### src/rtl/bridge_pkg.sv
// Shared types and constants for the CPU-to-peripheral system bridge:
// FSM state encoding, slot-index width helper and the default device map.
package bridge_pkg;

  typedef enum logic [1:0] {
    ST_IDLE   = 2'd0,
    ST_ACCESS = 2'd1,
    ST_RESP   = 2'd2
  } state_t;

  // Default map: timer, UART, switches, LEDs in consecutive 16-byte windows.
  localparam logic [127:0] DEF_DEV_BASE = {32'h0000_7F30, 32'h0000_7F20,
                                           32'h0000_7F10, 32'h0000_7F00};
  localparam logic [127:0] DEF_DEV_MASK = {4{32'hFFFF_FFF0}};

  // Slot index width; never zero so a single-device bridge still has an index.
  function automatic int unsigned idx_width(input int unsigned n);
    return (n > 32'd1) ? $clog2(n) : 32'd1;
  endfunction

endpackage

### src/rtl/bridge_if.sv
// CPU-side and device-side signal bundle of the system bridge.
// The slave modport is the bridge itself; master is the CPU/device environment.
interface bridge_if #(
  parameter int unsigned NUM_DEV = 4,
  parameter int unsigned ADDR_W  = 32,
  parameter int unsigned DATA_W  = 32
);

  logic                      pr_req;
  logic [ADDR_W-1:0]         pr_addr;
  logic                      pr_we;
  logic [DATA_W/8-1:0]       pr_be;
  logic [DATA_W-1:0]         pr_wd;
  logic                      pr_busy;
  logic                      pr_ack;
  logic                      pr_err;
  logic [DATA_W-1:0]         pr_rd;
  logic [NUM_DEV-1:0]        dev_sel;
  logic                      dev_we;
  logic [ADDR_W-1:0]         dev_addr;
  logic [DATA_W/8-1:0]       dev_be;
  logic [DATA_W-1:0]         dev_wd;
  logic [NUM_DEV*DATA_W-1:0] dev_rd;
  logic [NUM_DEV-1:0]        dev_ready;

  modport master (
    output pr_req, pr_addr, pr_we, pr_be, pr_wd, dev_rd, dev_ready,
    input  pr_busy, pr_ack, pr_err, pr_rd,
    input  dev_sel, dev_we, dev_addr, dev_be, dev_wd
  );

  modport slave (
    input  pr_req, pr_addr, pr_we, pr_be, pr_wd, dev_rd, dev_ready,
    output pr_busy, pr_ack, pr_err, pr_rd,
    output dev_sel, dev_we, dev_addr, dev_be, dev_wd
  );

endinterface

### src/rtl/bridge_addr_decode.sv
// Combinational priority decoder: address -> {hit, slot index}.
// When several windows match, the lowest slot index wins.
module bridge_addr_decode
  import bridge_pkg::*;
#(
  parameter int unsigned                 NUM_DEV  = 4,
  parameter int unsigned                 ADDR_W   = 32,
  parameter logic [NUM_DEV*ADDR_W-1:0]   DEV_BASE = DEF_DEV_BASE,
  parameter logic [NUM_DEV*ADDR_W-1:0]   DEV_MASK = DEF_DEV_MASK,
  parameter int unsigned                 IDX_W    = idx_width(NUM_DEV)
) (
  input  logic [ADDR_W-1:0] addr,
  output logic              hit,
  output logic [IDX_W-1:0]  idx
);

  logic [NUM_DEV-1:0] match_s;

  // Per-slot window compare.
  always_comb begin
    match_s = '0;
    for (int k = 0; k < NUM_DEV; k++) begin
      match_s[k] = ((addr & DEV_MASK[k*ADDR_W +: ADDR_W]) == DEV_BASE[k*ADDR_W +: ADDR_W]);
    end
  end

  // Scan from the highest slot down so the lowest matching slot is left in idx.
  always_comb begin
    hit = 1'b0;
    idx = '0;
    for (int k = NUM_DEV - 1; k >= 0; k--) begin
      idx = match_s[k] ? IDX_W'(k) : idx;
      hit = hit | match_s[k];
    end
  end

endmodule

### src/rtl/sys_bridge_ctrl.sv
// Registered CPU-to-peripheral bridge: decodes a request, strobes one device,
// waits for its ready (bounded by TIMEOUT) and returns data with a one-cycle ack.
module sys_bridge_ctrl
  import bridge_pkg::*;
#(
  parameter int unsigned               NUM_DEV  = 4,
  parameter int unsigned               ADDR_W   = 32,
  parameter int unsigned               DATA_W   = 32,
  parameter logic [NUM_DEV*ADDR_W-1:0] DEV_BASE = DEF_DEV_BASE,
  parameter logic [NUM_DEV*ADDR_W-1:0] DEV_MASK = DEF_DEV_MASK,
  parameter int unsigned               TIMEOUT  = 16
) (
  input  logic     clk,
  input  logic     reset,
  bridge_if.slave  bus
);

  localparam int unsigned IDX_W = idx_width(NUM_DEV);
  localparam int unsigned BE_W  = DATA_W / 8;
  localparam int unsigned CNT_W = (TIMEOUT > 32'd1) ? $clog2(TIMEOUT) : 32'd1;
  localparam logic [CNT_W-1:0] CNT_LAST = CNT_W'(TIMEOUT - 32'd1);

  state_t              state_r;
  logic [CNT_W-1:0]    cnt_r;
  logic [IDX_W-1:0]    slot_r;
  logic                we_r;
  logic [ADDR_W-1:0]   dev_addr_r;
  logic [BE_W-1:0]     dev_be_r;
  logic [DATA_W-1:0]   dev_wd_r;
  logic [NUM_DEV-1:0]  dev_sel_r;
  logic                pr_ack_r;
  logic                pr_err_r;
  logic [DATA_W-1:0]   pr_rd_r;

  logic                hit_s;
  logic [IDX_W-1:0]    idx_s;
  logic [ADDR_W-1:0]   mask_sel_s;
  logic [NUM_DEV-1:0]  onehot_s;
  logic                sel_ready_s;
  logic [DATA_W-1:0]   sel_rd_s;

  bridge_addr_decode #(
    .NUM_DEV  (NUM_DEV),
    .ADDR_W   (ADDR_W),
    .DEV_BASE (DEV_BASE),
    .DEV_MASK (DEV_MASK),
    .IDX_W    (IDX_W)
  ) u_decode (
    .addr (bus.pr_addr),
    .hit  (hit_s),
    .idx  (idx_s)
  );

  // Window mask and strobe pattern of the slot being decoded in IDLE.
  always_comb begin
    mask_sel_s = '0;
    onehot_s   = '0;
    for (int k = 0; k < NUM_DEV; k++) begin
      mask_sel_s  = (idx_s == IDX_W'(k)) ? DEV_MASK[k*ADDR_W +: ADDR_W] : mask_sel_s;
      onehot_s[k] = (idx_s == IDX_W'(k));
    end
  end

  // Return path from the latched slot; other slots' ready and data are ignored.
  always_comb begin
    sel_ready_s = 1'b0;
    sel_rd_s    = '0;
    for (int k = 0; k < NUM_DEV; k++) begin
      sel_ready_s = (slot_r == IDX_W'(k)) ? bus.dev_ready[k] : sel_ready_s;
      sel_rd_s    = (slot_r == IDX_W'(k)) ? bus.dev_rd[k*DATA_W +: DATA_W] : sel_rd_s;
    end
  end

  // Bridge FSM with registered strobe, request latches and response outputs.
  always_ff @(posedge clk) begin
    if (reset) begin
      state_r    <= ST_IDLE;
      cnt_r      <= '0;
      slot_r     <= '0;
      we_r       <= 1'b0;
      dev_addr_r <= '0;
      dev_be_r   <= '0;
      dev_wd_r   <= '0;
      dev_sel_r  <= '0;
      pr_ack_r   <= 1'b0;
      pr_err_r   <= 1'b0;
      pr_rd_r    <= '0;
    end else begin
      pr_ack_r <= 1'b0;
      case (state_r)
        ST_IDLE: begin
          if (bus.pr_req) begin
            we_r       <= bus.pr_we;
            dev_addr_r <= bus.pr_addr & ~mask_sel_s;
            dev_be_r   <= bus.pr_be;
            dev_wd_r   <= bus.pr_wd;
            if (hit_s) begin
              slot_r    <= idx_s;
              cnt_r     <= '0;
              dev_sel_r <= onehot_s;
              state_r   <= ST_ACCESS;
            end else begin
              pr_err_r <= 1'b1;
              pr_rd_r  <= '0;
              pr_ack_r <= 1'b1;
              state_r  <= ST_RESP;
            end
          end else begin
            state_r <= ST_IDLE;
          end
        end
        ST_ACCESS: begin
          if (sel_ready_s) begin
            // A write completes with zero read data.
            pr_rd_r   <= we_r ? '0 : sel_rd_s;
            pr_err_r  <= 1'b0;
            pr_ack_r  <= 1'b1;
            dev_sel_r <= '0;
            state_r   <= ST_RESP;
          end else if (cnt_r == CNT_LAST) begin
            pr_rd_r   <= '0;
            pr_err_r  <= 1'b1;
            pr_ack_r  <= 1'b1;
            dev_sel_r <= '0;
            state_r   <= ST_RESP;
          end else begin
            cnt_r <= cnt_r + CNT_W'(1);
          end
        end
        ST_RESP: begin
          state_r <= ST_IDLE;
        end
        default: begin
          dev_sel_r <= '0;
          state_r   <= ST_IDLE;
        end
      endcase
    end
  end

  assign bus.pr_busy  = (state_r != ST_IDLE);
  assign bus.pr_ack   = pr_ack_r;
  assign bus.pr_err   = pr_err_r;
  assign bus.pr_rd    = pr_rd_r;
  assign bus.dev_sel  = dev_sel_r;
  assign bus.dev_we   = we_r;
  assign bus.dev_addr = dev_addr_r;
  assign bus.dev_be   = dev_be_r;
  assign bus.dev_wd   = dev_wd_r;

endmodule

### src/flat_wrapper.sv
// flat-port wrapper written by rule: the top's interface ports become plain ports
module sys_bridge_ctrl_flat import bridge_pkg::*;
#(
  parameter int unsigned               NUM_DEV  = 4,
  parameter int unsigned               ADDR_W   = 32,
  parameter int unsigned               DATA_W   = 32,
  parameter logic [NUM_DEV*ADDR_W-1:0] DEV_BASE = DEF_DEV_BASE,
  parameter logic [NUM_DEV*ADDR_W-1:0] DEV_MASK = DEF_DEV_MASK,
  parameter int unsigned               TIMEOUT  = 16
)
  (clk, reset, bus_pr_req, bus_pr_addr, bus_pr_we, bus_pr_be, bus_pr_wd, bus_dev_rd, bus_dev_ready, bus_pr_busy, bus_pr_ack, bus_pr_err, bus_pr_rd, bus_dev_sel, bus_dev_we, bus_dev_addr, bus_dev_be, bus_dev_wd);
  bridge_if #(.NUM_DEV(NUM_DEV), .ADDR_W(ADDR_W), .DATA_W(DATA_W)) bus_i ();
  input  logic clk;
  input  logic reset;
  input wire logic [$bits(bus_i.pr_req)-1:0] bus_pr_req;
  input wire logic [$bits(bus_i.pr_addr)-1:0] bus_pr_addr;
  input wire logic [$bits(bus_i.pr_we)-1:0] bus_pr_we;
  input wire logic [$bits(bus_i.pr_be)-1:0] bus_pr_be;
  input wire logic [$bits(bus_i.pr_wd)-1:0] bus_pr_wd;
  input wire logic [$bits(bus_i.dev_rd)-1:0] bus_dev_rd;
  input wire logic [$bits(bus_i.dev_ready)-1:0] bus_dev_ready;
  output wire logic [$bits(bus_i.pr_busy)-1:0] bus_pr_busy;
  output wire logic [$bits(bus_i.pr_ack)-1:0] bus_pr_ack;
  output wire logic [$bits(bus_i.pr_err)-1:0] bus_pr_err;
  output wire logic [$bits(bus_i.pr_rd)-1:0] bus_pr_rd;
  output wire logic [$bits(bus_i.dev_sel)-1:0] bus_dev_sel;
  output wire logic [$bits(bus_i.dev_we)-1:0] bus_dev_we;
  output wire logic [$bits(bus_i.dev_addr)-1:0] bus_dev_addr;
  output wire logic [$bits(bus_i.dev_be)-1:0] bus_dev_be;
  output wire logic [$bits(bus_i.dev_wd)-1:0] bus_dev_wd;
  assign bus_i.pr_req = bus_pr_req;
  assign bus_i.pr_addr = bus_pr_addr;
  assign bus_i.pr_we = bus_pr_we;
  assign bus_i.pr_be = bus_pr_be;
  assign bus_i.pr_wd = bus_pr_wd;
  assign bus_i.dev_rd = bus_dev_rd;
  assign bus_i.dev_ready = bus_dev_ready;
  assign bus_pr_busy = bus_i.pr_busy;
  assign bus_pr_ack = bus_i.pr_ack;
  assign bus_pr_err = bus_i.pr_err;
  assign bus_pr_rd = bus_i.pr_rd;
  assign bus_dev_sel = bus_i.dev_sel;
  assign bus_dev_we = bus_i.dev_we;
  assign bus_dev_addr = bus_i.dev_addr;
  assign bus_dev_be = bus_i.dev_be;
  assign bus_dev_wd = bus_i.dev_wd;
  sys_bridge_ctrl #(.NUM_DEV(NUM_DEV), .ADDR_W(ADDR_W), .DATA_W(DATA_W), .DEV_BASE(DEV_BASE), .DEV_MASK(DEV_MASK), .TIMEOUT(TIMEOUT)) u_core (.clk(clk), .reset(reset), .bus(bus_i));
endmodule
### config.mk
export PLATFORM = sky130hd
export DESIGN_NAME = sys_bridge_ctrl_flat
export DESIGN_NICKNAME = d
export VERILOG_FILES = /design/src/rtl/bridge_pkg.sv /design/src/rtl/bridge_if.sv /design/src/rtl/bridge_addr_decode.sv /design/src/rtl/sys_bridge_ctrl.sv /design/src/flat_wrapper.sv
export SDC_FILE = /design/constraint.sdc
export NUM_CORES = 1
export LEC_CHECK = 0
export BUFFER_PORTS_ARGS = -buffer_cell sky130_fd_sc_hd__buf_2
export CORE_AREA = 4 4 120 122
export CTS_CLUSTER_SIZE = 40
export DETAILED_ROUTE_END_ITERATION = 10
export DIE_AREA = 0 0 124 126
export PLACE_DENSITY = 0.75
export SYNTH_ARGS = -nofsm -noshare
export SYNTH_HDL_FRONTEND = slang
export SYNTH_SLANG_ARGS = --single-unit
### constraint.sdc
create_clock -name clk -period 4.5 [get_ports clk]
set_input_delay 0.9 -clock clk [delete_from_list [all_inputs] [get_ports clk]]
set_output_delay 0.9 -clock clk [all_outputs]
set_load 0.05 [all_outputs]
# After elaboration in Yosys (flattened, before gate mapping)
# Index checks and enable logic that the tools add are counted.
[totals]
wordCells = 94
output_inout_bits = 108
input_bits = 204
register_bits = 115
[op_classes]
n_eq_ne = 19
mux = 47
reduce_logical = 10
addsub = 1
n_bitwise = 6
[ops]
columns = ["operator", "n"]
rows = [
  ["$mux 32", 13],
  ["$eq 28x11->1 const B", 4],
  ["$pmux 32 s2", 1],
  ["$and 32x32->32", 1],
  ["$mux 4", 8],
  ["$not 32->32", 1],
  ["$mux 2", 8],
  ["$mux 1", 12],
  ["$pmux 4 s3", 1],
  ["$eq 2x2->1 const B", 5],
  ["$ne 2x2->1 const B", 4],
  ["$pmux 4 s2", 1],
  ["$reduce_and 4->1", 2],
  ["$eq 2x1->1 const B", 3],
  ["$logic_not 2->1", 3],
  ["$reduce_and 5->1", 1],
  ["$add 4x1->4 const B", 1],
  ["$eq 4x4->1 const B", 1],
  ["$pmux 1 s2", 2],
  ["$pmux 2 s2", 1],
  ["$reduce_bool 2->1", 2],
  ["$ne 3x1->1 const B", 1],
  ["$or 1x1->1", 3],
  ["$reduce_and 3->1", 1],
  ["other kinds (3)", 3],
]

# Depth between registers and ports, before layout
# Gate-level depths: netlist (run 1).
[logic_depth]
ltp_word = 12
ltp_mapped = 7
ltp_nobuf = 6

# Cells and area by module
# Synthesis (run 1) repeated with hierarchy kept, for this count alone.
[hier_totals]
cells_unflattened = 597
area_unflattened_um2 = 5457.7
[by_module_without_submodules]
columns = ["mod", "area_each_um2", "instances", "seq_area_each_um2", "cells_per_inst"]
rows = [
  ["sys_bridge_ctrl", 5366.4, 1, 2302.2, 583],
  ["bridge_addr_decode", 91.3, 1, 0.0, 14],
]

# Least setup slack after synthesis (run 1)
# No wires, ideal clock.
[synth_path]
kind = "input -> register"
start = "input port bus_pr_addr[24]"
end = "register u_core.dev_sel_r[0] (netlist: u_core.bus.dev_sel[0])"
setup_ps = 117
t_required_ps = 4383
t_arrival_ps = 2378
cell_stages = 5
path_slack_ps = 2005
path_buffers = 0
cell_sequence = "or4_4 > or2_4 > o41ai_2 > o21ai_2 > a22o_1"
[synth_via]
elab_chain_len = 9
word_cells_on_any_way = 17
cone_classes = "eq/ne (5); mux (7); bitwise (3); reduce/logical (2)"
[synth_lines]
columns = ["element", "line", "source"]
rows = [
  ["start, declared", "flat_wrapper.sv:16", "input wire logic [$bits(bus_i.pr_addr)-1:0] bus_pr_addr;"],
  ["$eq 28x11->1", "bridge_addr_decode.sv:23", "match_s[k] = ((addr & DEV_MASK[k*ADDR_W +: ADDR_W]) == DEV_BASE[k*ADDR_W +: ADDR_W]);"],
  ["$mux 2 (4 in series)", "bridge_addr_decode.sv:32", "idx = match_s[k] ? IDX_W'(k) : idx;"],
  ["$logic_not 2->1", "sys_bridge_ctrl.sv:60", "onehot_s[k] = (idx_s == IDX_W'(k));"],
  ["$mux 4", "sys_bridge_ctrl.sv:97", "if (hit_s) begin"],
  ["$mux 4", "sys_bridge_ctrl.sv:92", "if (bus.pr_req) begin"],
  ["$pmux 4 s3", "sys_bridge_ctrl.sv:90", "case (state_r)"],
  ["end signal, assigned", "sys_bridge_ctrl.sv:100", "dev_sel_r <= onehot_s;"],
  ["end, declared", "sys_bridge_ctrl.sv:30", "logic [NUM_DEV-1:0] dev_sel_r;"],
]
# Parallel ways exist; a longest one is shown, timed or not. The select of a mux whose other input is x is not followed.
# A chain may end at the register's enable or synchronous reset.

# Final worst setup path (run 1)
[layout_path]
start = "input port bus_pr_addr[24]"
end = "register u_core.pr_rd_r[12] (netlist: u_core.bus.pr_rd[12])"
[layout_via]
elab_chain_len = 6
word_cells_on_any_way = 9
cone_classes = "eq/ne (5); bitwise (3); reduce/logical (1)"
[layout_lines]
columns = ["element", "line", "source"]
rows = [
  ["$eq 28x11->1", "bridge_addr_decode.sv:23", ""],
  ["$or 1x1->1 (2 in series)", "bridge_addr_decode.sv:33", "hit = hit | match_s[k];"],
  ["$or 1x1->1 (*)", "bridge_addr_decode.sv:33", ""],
  ["$ne 2x2->1 (no line) (*)", "-", ""],
  ["$reduce_and 4->1 (no line) (*)", "-", ""],
  ["end signal, assigned", "sys_bridge_ctrl.sv:115", "pr_rd_r <= we_r ? '0 : sel_rd_s;"],
  ["end, declared", "sys_bridge_ctrl.sv:33", "logic [DATA_W-1:0] pr_rd_r;"],
]
# Every way passes the cells marked *; elsewhere a longest branch is shown, timed or not.

==> impl_metrics.json, run 1 <==
{
  "critical_path.max_fanout": 32,
  "antenna_found_initial": 1,
  "detailedRoute.firstPassIterationCount": 4,
  "timing.critical_path.cells": "buf_2 -> or4_4 -> nor4_2 -> a211oi_2 -> a21oi_4 -> a22o_1",
  "htree_levels": 4,
  "numCtsBuffers": 17,
  "tritoncts": "yes",
  "worst-slew-pin-transition_ns": 0.853,
  "design.portCount": 312,
  "end_kind": "flop",
  "power.leakage_nw": 3.31,
  "post-route-drc-count": 0,
  "clk_path_buf_depth": 2,
  "timing.final.hold_violations": 0,
  "critPathArrivalTime_ns": 2.99,
  "floorplan.core_area_um2": 13200,
  "critPathSlowestCell": "sky130_fd_sc_hd__a21oi_4",
  "hold_path.startpoint": "u_core.bus.dev_wd[5]$_SDFFE_PP0P_",
  "synth_cells": 428,
  "synth_xor_xnor_area_share_pct": 0,
  "clkTransAtPathRegs_ns": 0.05,
  "start_kind": "input pin",
  "portBuffers": 311,
  "ys.flop_type": "sky130_fd_sc_hd__dfxtp_1",
  "gr-usage-met1_pct": 19.7,
  "busiest_layer": "met2",
  "place_hpwl_um": 11500,
  "root_buffer": "sky130_fd_sc_hd__clkbuf_16",
  "use_met3_pct": 5.52,
  "yosys_warnings": 0,
  "critPathCapture": "u_core.bus.pr_rd[12]$_SDFFE_PP0P_",
  "synth_top_family_by_area": "simple AND/OR/NAND/NOR gates",
  "layout_min_cycle_time_ns": 2.64,
  "cellPowerDensity_nw_per_um2": 389,
  "count_of_state_elements_after_synthesis": 115,
  "max_clk_rate_ghz": 0.378,
  "grt_usage_pct": 18.3,
  "slew-limit-headroom_pct": 43.0,
  "critPathKind": "input pin to flop",
  "number_of_setup_buffers_added_after_cts": 0,
  "die_area_um2": 15600,
  "detail-route-antenna-nets": 0,
  "synth_enable_flop_cells": 0,
  "via_count_of_the_first_global_routing_pass": 4497,
  "routabilityCongestion": 0.803,
  "die-height_um": 126,
  "mapped_area_um2": 4670,
  "pin_count_of_the_biggest_net_entering_global_routing": 44,
  "min_period_over_period_pct": 58.7,
  "power.ir.vdd_worst_v": 0.000244,
  "postCtsHoldBufs": 0,
  "totalPowerFinal_mw": 2.70,
  "timing.reg2reg.setup_slack_ns": 1.99,
  "timing.max_cap.violations": 0,
  "route.detailed.vias_per_inst": 4.74,
  "synth.distinct_cells": 44,
  "grt_first_pass_wirelength_um": 22100,
  "finalSetupTns_ns": 0,
  "fillerInstances": 1233,
  "status": "complete, no violations",
  "detail_route.wirelength_um": 14500,
  "grt_overflow_total": 0,
  "finalSetupViolCount": 0,
  "largest_stage_delay_worst_path_ns": 0.70,
  "final_common_cell": "sky130_fd_sc_hd__buf_2",
  "numClockSinks": 115,
  "yosys.area_share.simple_pct": 17.3,
  "finalClockSkew_ns": 0.00506,
  "design.final.nets": 939,
  "worst_r2r_endpoint": "u_core.bus.pr_rd[12]$_SDFFE_PP0P_",
  "via_count": 4378,
  "async_reset_ff_share_pct": 0,
  "synth-seq-area-share_pct": 49.3,
  "rsz0062_at_grt": "no",
  "area.growth.synth_to_final_pct": 49.0,
  "min_path_type": "flop to flop",
  "r2r_start": "u_core.slot_r[1]$_SDFFE_PP0P_",
  "layout_common_cells": "sky130_fd_sc_hd__buf_2 (311), sky130_fd_sc_hd__dfxtp_1 (114), sky130_fd_sc_hd__nand2_1 (86)",
  "post_drt_wl_per_cell_um": 15.7,
  "clkLatencyLatePin_ns": 0.41,
  "worstPathRequired_ns": 4.85,
  "synth_fa_ha_area_share_pct": 0.268,
  "synth_fp_nets": 633,
  "yosys-mux-area-fraction_pct": 16.3,
  "grt_use_met2_pct": 32.3,
  "synth_compound_area_share_pct": 13.3,
  "worst_r2r_path_depth": 6,
  "rows": 42,
  "die-width_um": 124,
  "final-max-slew-violation-count": 0,
  "floorplan.initialDensity_pct": 35.4,
  "postCtsResizedCells": 0,
  "worstSetupStartpoint": "bus_pr_addr[24]",
  "syn-mean-instance-area_um2": 10.9,
  "layout-drive-gt1-share_pct": 53.8,
  "drtIter0Drc": 209
}
-- cell families (layout without fill, tap and decap cells) --
group,after synthesis,count (layout)
AOI/OAI and AO/OA,89,89
adders and majority gates,1,1
buffers and inverters,32,351
and+or+nand+nor,156,156
DFF,115,115
muxes,35,35
other,0,1
-- through the flow --
| stage | instance area, µm² | worst slack [ns] | utilization [%] | cells | hold slack, ns |
|---|---|---|---|---|---|
| finish | 6960 | 1.86 | 52.7 | 924 | 0.449 |
| global route | 6960 | 1.74 | 52.7 | 924 | 0.464 |
| CTS | 6950 | 1.87 | 52.7 | 923 | 0.451 |
| detailed placement | 6350 | 1.44 | 48.1 | 891 | 0.439 |
| global placement | 6350 | 1.47 | 48.1 | 891 | 0.437 |
| floorplan | 4670 | 2.01 | - | 428 | 0.449 |
-- cells in the mapped netlist, types with 2 or more instances --
cell type,instances,area share [%]
sky130_fd_sc_hd__mux2i_1,2,0.43
sky130_fd_sc_hd__dfxtp_1,115,49
sky130_fd_sc_hd__nand2b_1,2,0.27
sky130_fd_sc_hd__mux4_2,33,16
sky130_fd_sc_hd__nor2_1,11,0.88
sky130_fd_sc_hd__o2bb2ai_1,2,0.38
sky130_fd_sc_hd__nand2_1,86,6.9
sky130_fd_sc_hd__or4_4,3,0.72
sky130_fd_sc_hd__and4b_4,2,0.59
sky130_fd_sc_hd__a22o_1,34,6.4
sky130_fd_sc_hd__nand3b_1,3,0.48
sky130_fd_sc_hd__a21oi_1,45,4.8
sky130_fd_sc_hd__buf_6,4,0.96
sky130_fd_sc_hd__and2_1,30,4.0
sky130_fd_sc_hd__clkbuf_1,24,1.9
sky130_fd_sc_hd__nand3_1,4,0.43
-- critical path, delay by kind of cell --
kind            cells  cell delay [ns]
buf+inv             1             0.10
compound gates      3             1.12
simple gates        2             0.85
-- per-layer routing --
layer / share of wire (%) / routed length, µm
met5: 0 / 0
met4: 2.7 / 385
met3: 8.6 / 1240
met2: 52 / 7530
met1: 37 / 5300
-- area by class of cell --
class / instances / area (µm²) / share of cell area [%]
Sequential cell: 115 / 2300 / 33.1
Multi-Input combinational cell: 281 / 2210 / 31.8
Timing Repair Buffer: 318 / 1610 / 23.1
Clock buffer: 17 / 425 / 6.12
Tap cell: 176 / 220 / 3.17
Clock inverter: 15 / 183 / 2.63
Inverter: 1 / 3.75 / 0.0540
Antenna cell: 1 / 2.50 / 0.0360
-- sequential cells by signal, summed over array words and instances (netlist names) --
name / count
u_core.bus.dev_addr: 32
u_core.bus.dev_wd: 32
u_core.bus.pr_rd: 32
u_core.bus.dev_be: 4
u_core.bus.dev_sel: 4
u_core.cnt_r: 4
u_core.slot_r: 2
u_core.state_r: 2
u_core.bus.dev_we: 1
u_core.bus.pr_ack: 1
u_core.bus.pr_err: 1
-- worst min-delay path by stage --
| stage | to | slack, ns | depth (start not counted) |
|---|---|---|---|
| floorplan | u_core.cnt_r[1]$_SDFFE_PP0P_ | 0.45 | 2 |
| global placement | u_core.bus.dev_addr[5]$_SDFFE_PP0P_ | 0.44 | 1 |
| detailed placement | u_core.bus.dev_addr[8]$_SDFFE_PP0P_ | 0.44 | 1 |
| CTS | u_core.bus.dev_wd[1]$_SDFFE_PP0P_ | 0.45 | 2 |
| global route | u_core.bus.dev_wd[26]$_SDFFE_PP0P_ | 0.46 | 2 |
| finish | u_core.bus.dev_wd[5]$_SDFFE_PP0P_ | 0.45 | 2 |
-- power breakdown --
part / total [mW] / internal, mW / leakage (nW) / switching (mW)
clock network: 1.36 / 0.874 / 0.286 / 0.486
logic: 0.292 / 0.118 / 2.09 / 0.174
registers: 1.05 / 1.04 / 0.934 / 0.0106
No activity file was read; power rests on OpenSTA's default activity.
==> run 2: changes to the inputs <==
--- a/config.mk
+++ b/config.mk
@@ -6,11 +6,11 @@
 export NUM_CORES = 1
 export LEC_CHECK = 0
 export BUFFER_PORTS_ARGS = -buffer_cell sky130_fd_sc_hd__buf_2
-export CORE_AREA = 4 4 120 122
+export CORE_AREA = 4 4 121 123
 export CTS_CLUSTER_SIZE = 40
 export DETAILED_ROUTE_END_ITERATION = 10
-export DIE_AREA = 0 0 124 126
-export PLACE_DENSITY = 0.75
+export DIE_AREA = 0 0 125 127
+export PLACE_DENSITY = 0.74
 export SYNTH_ARGS = -nofsm -noshare
 export SYNTH_HDL_FRONTEND = slang
 export SYNTH_SLANG_ARGS = --single-unit
==> constraint.sdc (replaced) <==
create_clock -name clk -period 2.5 [get_ports clk]
set_input_delay 0.5 -clock clk [delete_from_list [all_inputs] [get_ports clk]]
set_output_delay 0.5 -clock clk [all_outputs]
set_load 0.05 [all_outputs]
==> run 2 against run 1 <==
- worst setup slack lost 1.3 ns
- utilization shrank 1.7 points
- sequential cell count is the same
- critical path depth shrank 1
- register-to-register slack lost 1.4 ns
- sequential share of layout area shrank 0.10 points
- non-clock buffer count grew 2
- cell count grew 0.65%
- clock skew grew 0.0028 ns
- sequential power grew 80%
- largest cell class unchanged
- largest power group unchanged
==> impl_metrics.json, run 2 (synthesis results as in run 1) <==
{
  "critPathKind": "flop to flop",
  "htree_levels": 4,
  "floorplan.initialDensity_pct": 34.2,
  "route.detailed.vias_per_inst": 4.72,
  "dp_cells": 897,
  "grt_first_pass_wirelength_um": 21800,
  "power.leakage_nw": 3.33,
  "critPathArrivalTime_ns": 2.25,
  "max_clk_rate_ghz": 0.520,
  "pin_count_of_the_biggest_net_entering_global_routing": 43,
  "drtIter0Drc": 190,
  "detailedRoute.firstPassIterationCount": 4,
  "portBuffers": 311,
  "start_kind": "flop",
  "via_count": 4391,
  "clkTransAtPathRegs_ns": 0.06,
  "place_hpwl_um": 11300,
  "floorplan.core_area_um2": 13700,
  "finalSetupTns_ns": 0,
  "worstPathRequired_ns": 2.83,
  "worst-slew-pin-transition_ns": 0.607,
  "layout-drive-gt1-share_pct": 53.9,
  "post_drt_wl_per_cell_um": 15.2,
  "post-route-drc-count": 0,
  "multi_input_comb_area_um2": 2210,
  "via_count_of_the_first_global_routing_pass": 4473,
  "routabilityCongestion": 0.794,
  "end_kind": "flop",
  "die_area_um2": 15900,
  "area.sequential_um2": 2300,
  "status": "complete, no violations",
  "design.portCount": 312,
  "rows": 43,
  "numClockSinks": 115,
  "grt_overflow_total": 0,
  "timing.max_cap.violations": 0,
  "tritoncts": "yes",
  "finalSetupViolCount": 0,
  "fillerInstances": 1264,
  "critical_path.max_fanout": 11,
  "area.growth.synth_to_final_pct": 49.5,
  "final-max-slew-violation-count": 0,
  "final_common_cell": "sky130_fd_sc_hd__buf_2",
  "timing.final.hold_violations": 0,
  "clk_path_buf_depth": 2,
  "postCtsHoldBufs": 0,
  "design.final.nets": 941,
  "worst_hold_margin_ns": 0.325,
  "grt_usage_pct": 17.1,
  "root_buffer": "sky130_fd_sc_hd__clkbuf_16",
  "min_path_type": "input pin to flop",
  "number_of_setup_buffers_added_after_cts": 0,
  "finalClockSkew_ns": 0.00786,
  "cellPowerDensity_nw_per_um2": 694,
  "die-width_um": 125,
  "rsz0062_at_grt": "no",
  "slew-limit-headroom_pct": 59.5,
  "layout_min_cycle_time_ns": 1.92,
  "final_core_utilization_pct": 51.1,
  "layout_common_cells": "sky130_fd_sc_hd__buf_2 (311), sky130_fd_sc_hd__dfxtp_1 (114), sky130_fd_sc_hd__nand2_1 (86)",
  "min_period_over_period_pct": 76.9,
  "postCtsResizedCells": 0,
  "clkLatencyLatePin_ns": 0.40,
  "die-height_um": 127,
  "numCtsBuffers": 17,
  "detail-route-antenna-nets": 0,
  "power.ir.vdd_worst_v": 0.000396,
  "finish.cell_count_without_fillers": 930,
  "antenna_found_initial": 1,
  "detail_route.wirelength_um": 14200
}
-- run 2: layout make-up --
class	count	share of cell area, %
clock buffers	17	6.10
diodes	1	0.0359
clock inverters	15	2.46
multi-input cells	281	31.7
repair buffers	320	23.5
flip-flops and latches	115	33.0
well taps	180	3.23
inverters	1	0.0538
-- run 2: stage by stage --
stage	area (µm²)	setup slack [ns]	power [mW]
after floorplan	4670	0.405	2.24
final	6980	0.577	4.84
after CTS	6980	0.520	4.90
after detailed placement	6380	0.204	2.47
after global placement	6380	0.265	2.46
after global routing	6980	0.413	5.03
-- run 2: path summary, 6_finish.rpt --
kind / depth (start not counted) / slack (ns) / to / startpoint
max: 5 / 0.58 / u_core.cnt_r[1]$_SDFFE_PP0P_ / u_core.state_r[0]$_SDFFE_PP0P_
min: 2 / 0.32 / u_core.bus.dev_sel[2]$_SDFFE_PP0P_ / bus_pr_addr[4]
max reg2reg: 5 / 0.58 / u_core.cnt_r[1]$_SDFFE_PP0P_ / u_core.state_r[0]$_SDFFE_PP0P_
min reg2reg: 2 / 0.45 / u_core.bus.dev_wd[12]$_SDFFE_PP0P_ / u_core.bus.dev_wd[12]$_SDFFE_PP0P_
-- run 2: layer usage --
layer,track usage (%),share of wire [%],wire (µm),up-vias
met3,4.64,7.3,1030,21
met4,6.89,3.0,431,0
li1,-,-,-,2161
met2,31.6,52,7400,201
met5,0,0,0,-
met1,18.6,37,5310,2008
-- run 2: critical path, stage by stage (launching register included) --
cell	delay [ns]
sky130_fd_sc_hd__dfxtp_1	0.38
sky130_fd_sc_hd__or3b_1	0.59
sky130_fd_sc_hd__nor4_1	0.32
sky130_fd_sc_hd__a21oi_1	0.22
sky130_fd_sc_hd__nand3b_1	0.20
sky130_fd_sc_hd__a21oi_1	0.14
-- run 2: power by group --
group / switching, mW / internal, mW / total, mW
clock: 0.915 / 1.50 / 2.41
combinational: 0.314 / 0.218 / 0.533
sequential: 0.0199 / 1.87 / 1.89
==> run 3: changes to the inputs <==
--- a/config.mk
+++ b/config.mk
@@ -6,11 +6,11 @@
 export NUM_CORES = 1
 export LEC_CHECK = 0
 export BUFFER_PORTS_ARGS = -buffer_cell sky130_fd_sc_hd__buf_2
-export CORE_AREA = 4 4 121 123
+export CORE_AREA = 4 4 120 122
 export CTS_CLUSTER_SIZE = 40
 export DETAILED_ROUTE_END_ITERATION = 10
-export DIE_AREA = 0 0 125 127
-export PLACE_DENSITY = 0.74
+export DIE_AREA = 0 0 124 126
+export PLACE_DENSITY = 0.78
 export SYNTH_ARGS = -nofsm -noshare
 export SYNTH_HDL_FRONTEND = slang
 export SYNTH_SLANG_ARGS = --single-unit
==> constraint.sdc (replaced) <==
create_clock -name clk -period 1.6 [get_ports clk]
set_input_delay 0.32 -clock clk [delete_from_list [all_inputs] [get_ports clk]]
set_output_delay 0.32 -clock clk [all_outputs]
set_load 0.05 [all_outputs]
==> run 3 against run 2 <==
- the flow now finishes with violations (setup timing)
- routed wire length rose by 8.6%
- worst hold slack worse by 0.17 ns
- sequential cell count unchanged
- clock-buffer cell count stayed put
- combinational power up 74%
- via count up 4.3%
- final area increased by 4.8%
- non-clock buffer count increased by 24
- die area shrank 1.6%
- global-route usage rose by 1.5 points
- critical path type unchanged
- largest power group unchanged
==> impl_metrics.json, run 3 (synthesis results as in run 1) <==
{
  "power.ir.vdd_worst_v": 0.000686,
  "detail-route-antenna-nets": 0,
  "layout_common_cells": "sky130_fd_sc_hd__buf_2 (309), sky130_fd_sc_hd__dfxtp_1 (112), sky130_fd_sc_hd__nand2_1 (86)",
  "slew-limit-headroom_pct": 67.7,
  "place_hpwl_um": 11800,
  "worst_slack_ns": -0.181,
  "numCtsBuffers": 17,
  "detailedRoute.firstPassIterationCount": 4,
  "switchingPower_mw": 1.92,
  "design.final.nets": 965,
  "worst_r2r_path_depth": 7,
  "max_clk_rate_ghz": 0.561,
  "detailedPlace.worstSlack_ns": -0.403,
  "finalSetupViolCount": 44,
  "post-route-drc-count": 0,
  "power.leakage_nw": 3.48,
  "switching_share_pct": 25.5,
  "drtIter0Drc": 205,
  "via_count_of_the_first_global_routing_pass": 4618,
  "worstPathRequired_ns": 1.95,
  "layout-drive-gt1-share_pct": 56.1,
  "gr-usage-met1_pct": 20.5,
  "clk_path_buf_depth": 2,
  "clkTransAtPathRegs_ns": 0.06,
  "design.portCount": 312,
  "detail_route.wirelength_um": 15400,
  "floorplan.initialDensity_pct": 35.4,
  "antenna_cells": 0,
  "post_drt_wl_per_cell_um": 16.2,
  "rows": 42,
  "final_common_cell": "sky130_fd_sc_hd__buf_2",
  "area.growth.synth_to_final_pct": 56.6,
  "root_buffer": "sky130_fd_sc_hd__clkbuf_16",
  "status": "finished with violations",
  "critPathArrivalTime_ns": 2.13,
  "layout_min_cycle_time_ns": 1.78,
  "grt_use_met2_pct": 32.0,
  "busiest_layer": "met2",
  "die-width_um": 124,
  "worst-slew-pin-transition_ns": 0.485,
  "postCtsHoldBufs": 0,
  "critPathKind": "flop to flop",
  "die-height_um": 126,
  "timing.reg2reg.setup_slack_ns": -0.18,
  "grt_first_pass_wirelength_um": 22500,
  "die_area_um2": 15600,
  "route.detailed.vias_per_inst": 4.83,
  "totalPowerFinal_mw": 7.55,
  "worst_r2r_endpoint": "u_core.bus.pr_rd[15]$_SDFFE_PP0P_",
  "end_kind": "flop",
  "start_kind": "flop",
  "final-max-slew-violation-count": 0,
  "cellPowerDensity_nw_per_um2": 1030,
  "rsz0062_at_grt": "yes",
  "floorplan.core_area_um2": 13200,
  "clock_power_share_pct": 48.6,
  "min_period_over_period_pct": 111,
  "portBuffers": 311,
  "combPwrFrac_pct": 12.3,
  "final_core_utilization_pct": 55.4,
  "pin_count_of_the_biggest_net_entering_global_routing": 39,
  "grt_overflow_total": 0,
  "timing.max_cap.violations": 0,
  "min_path_type": "input pin to flop",
  "failed_checks": "setup timing",
  "routabilityCongestion": 0.824,
  "power_frac_seq_pct": 39.2,
  "tritoncts": "yes",
  "clkLatencyLatePin_ns": 0.40,
  "antenna_found_initial": 1,
  "worst_hold_margin_ns": 0.151,
  "use_met3_pct": 6.64,
  "via_count": 4579,
  "endpoint_with_the_worst_hold_slack": "u_core.bus.dev_wd[6]$_SDFFE_PP0P_",
  "internal_power_mw": 5.63,
  "critical_path.max_fanout": 8,
  "grt_usage_pct": 18.6,
  "hold_path.startpoint": "bus_pr_wd[6]",
  "numClockSinks": 115,
  "htree_levels": 4,
  "finalClockSkew_ns": 0.00497,
  "timing.final.hold_violations": 0,
  "number_of_cells_traversed_by_the_worst_hold_path": 3,
  "r2r_start": "u_core.slot_r[0]$_SDFFE_PP0P_"
}
[run 3: cell type report]
type	instances	area, µm²
inverters	1	3.75
clock inverters	15	159
clock buffers	17	425
multi-input cells	281	2250
repair buffers	344	1950
fillers	1169	5880
well taps	176	220
flip-flops and latches	115	2310
[run 3: worst max path at each step]
| stage | startpoint | end | slack, ns | depth (start not counted) |
|---|---|---|---|---|
| floorplan | bus_pr_addr[18] | u_core.bus.dev_sel[0]$_SDFFE_PP0P_ | -0.20 | 5 |
| global placement | bus_pr_addr[18] | u_core.bus.dev_sel[1]$_SDFFE_PP0P_ | -0.38 | 6 |
| detailed placement | bus_pr_addr[24] | u_core.bus.pr_rd[17]$_SDFFE_PP0P_ | -0.40 | 7 |
| CTS | u_core.slot_r[0]$_SDFFE_PP0P_ | u_core.bus.pr_rd[17]$_SDFFE_PP0P_ | -0.19 | 6 |
| global route | u_core.slot_r[0]$_SDFFE_PP0P_ | u_core.bus.dev_sel[1]$_SDFFE_PP0P_ | -0.25 | 5 |
| finish | u_core.slot_r[0]$_SDFFE_PP0P_ | u_core.bus.pr_rd[15]$_SDFFE_PP0P_ | -0.18 | 7 |
[run 3: metal layers]
layer,share of wire (%),up-vias
met5,0.045,-
met2,50,212
met3,9.7,29
met4,2.9,2
li1,-,2214
met1,37,2122
[run 3: power groups by stage]
stage / logic, mW / clock network, mW / registers [mW]
after floorplan: 0.257 / 0 / 3.24
after global placement: 0.860 / 0 / 3.02
after detailed placement: 0.878 / 0 / 3.02
after CTS: 0.889 / 3.76 / 2.96
after global routing: 0.997 / 3.88 / 2.97
final: 0.925 / 3.67 / 2.96
[run 3: what timing repair did]
item,in CTS,in global routing
cloned,0,3
gates resized for setup,8,7
pin swaps,3,24
endpoints found under the hold margin,0,0
setup endpoints to repair,44,47
setup buffers,0,3
[run 3: metrics by stage]
step,area (µm²),setup TNS [ns],std cells
6_report,7310,-6.36,949
5_1_grt,7310,-9.02,949
4_1_cts,7180,-6.50,943
3_5_place_dp,6570,-16.29,911
3_3_place_gp,6570,-14.91,911
2_1_floorplan,4690,-7.12,428
[run 3: critical path, stage by stage, from the launching register on]
cell	delay, ns
sky130_fd_sc_hd__dfxtp_2	0.35
sky130_fd_sc_hd__mux4_2	0.59
sky130_fd_sc_hd__nor2_4	0.14
sky130_fd_sc_hd__nand2_4	0.07
sky130_fd_sc_hd__a21oi_4	0.14
sky130_fd_sc_hd__buf_12	0.14
sky130_fd_sc_hd__clkbuf_16	0.15
sky130_fd_sc_hd__a22o_1	0.13
